<file path="src/rtl/serial_pkg.sv">
// serial_pkg: shared FSM encoding and defaults for the serial word link
package serial_pkg;
    localparam int DEFAULT_WIDTH = 4;
    localparam bit DEFAULT_MSB_FIRST = 1'b1;
    typedef enum logic [1:0] {
        IDLE  = 2'd0,
        START = 2'd1,
        SHIFT = 2'd2
    } state_t;
endpackage

</file>
<file path="src/rtl/parallel_to_serial.sv">
// parallel_to_serial: word-in, handshaked bit-out transmitter with a frame-start pulse
module parallel_to_serial
    import serial_pkg::*;
#(
    parameter int WIDTH = DEFAULT_WIDTH,
    parameter bit MSB_FIRST = DEFAULT_MSB_FIRST
) (
    input  logic             clk,
    input  logic             rst,
    input  logic             in_valid,
    output logic             in_ready,
    input  logic [WIDTH-1:0] in_data,
    output logic             ser_start,
    output logic             ser_valid,
    input  logic             ser_ready,
    output logic             ser_bit,
    output logic             ser_last,
    output logic             busy
);
    localparam int CW = $clog2(WIDTH);
    localparam logic [CW-1:0] LAST = CW'(WIDTH - 1);
    state_t state, state_n;
    logic [WIDTH-1:0] shreg;
    logic [CW-1:0] cnt;
    always_ff @(posedge clk) begin
        if (rst) begin
            state <= IDLE;
            shreg <= '0;
            cnt   <= '0;
        end else begin
            state <= state_n;
            if (in_valid && in_ready) begin
                shreg <= in_data;
                cnt   <= '0;
            end else if (ser_valid && ser_ready) begin
                shreg <= MSB_FIRST ? shreg << 1 : shreg >> 1;
                // the counter parks at the last index; the next load clears it
                cnt   <= ser_last ? cnt : cnt + 1'b1;
            end
        end
    end
    always_comb begin
        state_n   = state;
        in_ready  = (state == IDLE) && !rst;
        ser_start = state == START;
        ser_valid = state == SHIFT;
        busy      = state != IDLE;
        ser_last  = (state == SHIFT) && (cnt == LAST);
        ser_bit   = MSB_FIRST ? shreg[WIDTH-1] : shreg[0];
        case (state)
            IDLE:    state_n = in_valid ? START : IDLE;
            START:   state_n = SHIFT;
            SHIFT:   state_n = (ser_ready && ser_last) ? IDLE : SHIFT;
            default: state_n = IDLE;
        endcase
    end
endmodule
</file>
<file path="config.mk">
export PLATFORM = sky130hd
export DESIGN_NAME = parallel_to_serial
export DESIGN_NICKNAME = d
export VERILOG_FILES = /design/src/rtl/serial_pkg.sv /design/src/rtl/parallel_to_serial.sv
export SDC_FILE = /design/constraint.sdc
export NUM_CORES = 1
export LEC_CHECK = 0
export CAP_MARGIN = 40
export CORE_AREA = 8 8 45 47
export DETAILED_ROUTE_END_ITERATION = 10
export DIE_AREA = 0 0 53 55
export PLACE_DENSITY_LB_ADDON = 0.05
export SYNTH_ARGS = -nofsm -noshare
export SYNTH_HDL_FRONTEND = slang
export SYNTH_SLANG_ARGS = --single-unit
</file>
<file path="constraint.sdc">
create_clock -name clk -period 1.4 [get_ports clk]
set_input_delay 0.28 -clock clk [delete_from_list [all_inputs] [get_ports clk]]
set_output_delay 0.28 -clock clk [all_outputs]
set_load 0.02 [all_outputs]
</file>
==> impl_metrics.json <==
{
  "hp-class": "reg -> reg",
  "die-area_um2": 2920,
  "synth-seq-cells": 8,
  "status": "finished clean",
  "gp_congestion": 0.684,
  "ant_nets": 0,
  "worstPathArrival_ps": 1560,
  "slowest_delay_ps": 560,
  "p_per_area_nw_per_um2": 895,
  "leakage_nw": 0.265,
  "grt_max_degree": 9,
  "drtIter0Drc": 5,
  "clock_latency_ps": 260,
  "max_freq_ghz": 0.721,
  "maxSlewViolCount": 0,
  "die_w_um": 53,
  "start_util_pct": 29.7,
  "synth.avg_cell_area_um2": 9.77,
  "final_util_pct": 46.3,
  "synth_warnings": 0,
  "synth_edf_count": 0,
  "grt_pass1_vias": 394,
  "synth_most_common_cell": "dfxtp_1",
  "first_pass_iters": 4,
  "cts_tree": "built",
  "cts_hold_buffers": 0,
  "cp_top_family": "simple AND/OR/NAND/NOR gates",
  "vias_per_cell": 4.78,
  "grt_remaining_overflow": 0,
  "criticalPathCategory": "in -> reg",
  "end_kind": "register",
  "start_kind": "input pin",
  "cts_buffers": 3,
  "port-buffer-count": 13,
  "setup_viol_count_final": 0,
  "synth_common_cells": "dfxtp_1 (8), nor2_1 (5), nand2_1 (4), nand3_1 (4), a311oi_2 (3)",
  "grt_antenna_before_repair": 0,
  "synthFlopType": "dfxtp_1",
  "diodes": 0,
  "crit_slowest_cell": "or4b_4",
  "dp_cells": 77,
  "max_cap_viol_count": 0,
  "wl_per_cell_um": 12.8,
  "nets": 76,
  "grt_usage_pct": 8.49,
  "ys_types": 20,
  "drive_above_1_share_pct": 47.7,
  "syn_nets": 51,
  "hold_viol": 0,
  "cts.sinks": 8,
  "num_rows": 14,
  "synth_area_leaders": "dfxtp_1 (39%), a311oi_2 (11%), buf_6 (5.5%)",
  "irDropWorstVdd_v": 0.000425,
  "post-route-period-util_pct": 99.0,
  "tightest_slew_ps": 208,
  "syn-cell-area_um2": 410,
  "yosys.area.top_type": "dfxtp_1",
  "skew_ps": 10.9,
  "drc": 0,
  "maxSlewHeadroom_pct": 86.2,
  "vias": 387,
  "ios": 14,
  "coreArea_um2": 1380,
  "path_clk_slew_ps": 60,
  "synth_seq_area_share_pct": 39.0,
  "netlist.area_leader.share_pct": 39.0,
  "grt_pass1_wl_mm": 1.73,
  "stdcell_count": 81,
  "syn_inst": 42,
  "rsz0062_at_grt": "true",
  "cts.root.buffer_cell": "clkbuf_4",
  "htree_levels": 1,
  "period_needed_ps": 1390,
  "path_max_fanout": 8,
  "crit_chain": "clkdlybuf4s50_1 > or4b_4 > a311oi_2",
  "wl_mm": 1.04,
  "dpl.hpwl_um": 825,
  "ys_async_sr_fraction_pct": 0,
  "required_ps": 1570,
  "die_y_um": 55,
  "syn_to_final_growth_pct": 56.1,
  "cts.path.max_buffers": 2,
  "crit_buf_inv": 1
}
logic make-up (layout without fill, tap and decap cells):
logic type	Yosys count	in the layout	synth area share (%)
and+or+nand+nor	23	23	31.4
DFF	8	8	39.0
AOI/OAI and AO/OA	5	5	14.3
buffers and inverters	3	26	7.62
adders and majority gates	1	1	3.05
xor gates and xnor gates	1	1	2.13
muxes	1	1	2.44
worst paths after layout:
kind / depth (start not counted) / end / startpoint / slack [ps]
min reg2reg: 2 / shreg[0] / shreg[0] / 490
max reg2reg: 3 / shreg[2] / state[1] / 10
min: 2 / shreg[0] / shreg[0] / 490
max: 3 / shreg[2] / in_valid / 10
metrics by stage:
step                      setup TNS [ps]  power (W)  instance area (um^2)  hold slack [ps]  setup slack (ps)
final                                  0   0.000573                   641              488              13.7
after global routing                -197   0.000614                   641              514             -46.9
after CTS                          -34.2   0.000578                   634              482             -34.2
after detailed placement           -2250   0.000396                   601              472              -365
after global placement             -1930   0.000391                   601              474              -314
after floorplan                        0   0.000328                   413              407              95.5
power by group:
group	leakage (nW)	switching [W]	internal [W]	total, W
Combinational	0.185	0.0000666	0.0000768	0.000143
Clock	0.0138	0.0000786	0.0000981	0.000177
Sequential	0.0665	0.0000113	0.000242	0.000253
Total	0.265	0.000156	0.000417	0.000573
placed cells by master, fill, tap and decap left out, drive strengths merged, types with 2 or more instances in the layout:
cell | synthesis | final
a21oi | 2 | 2
a311oi | 3 | 3
buf | 2 | 14
clkbuf | 0 | 3
clkdlybuf4s50 | 0 | 6
dfxtp | 8 | 8
dlygate4sd2 | 0 | 2
nand2 | 5 | 5
nand3 | 4 | 4
nor2 | 5 | 5
nor2b | 2 | 2
nor3 | 2 | 2
final cells by class:
type / instances / area, um^2
fillers: 134 / 743
multi-input cells: 31 / 244
repair buffers: 22 / 180
flip-flops and latches: 8 / 165
clock buffers: 3 / 22.5
well taps: 16 / 20.0
inverters: 1 / 8.76
per-layer routing:
metal | global-route usage, % | part of all wire, % | wire, um
met4 | 2.59 | 0 | 0
met2 | 14.3 | 52 | 540
met3 | 6.15 | 9.7 | 101
met1 | 8.10 | 38 | 395
met5 | 0 | 0 | 0
flip-flops by register name, indices dropped and copies added, names as in the netlist:
| name | count |
|---|---|
| cnt | 2 |
| shreg | 4 |
| state | 2 |
worst register-to-register path, cell delays in order (launching register included):
cell	delay, ps
dfxtp_2	340
buf_6	120
or4b_4	570
a311oi_2	270
repair_timing:
| item | CTS | global route |
|---|---|---|
| pin swaps | 2 | 2 |
| buffers inserted | 1 | 0 |
| gates resized for setup | 27 | 7 |
| setup endpoints to repair | 10 | 9 |
Note: power is estimated with default switching activity, not from simulation.
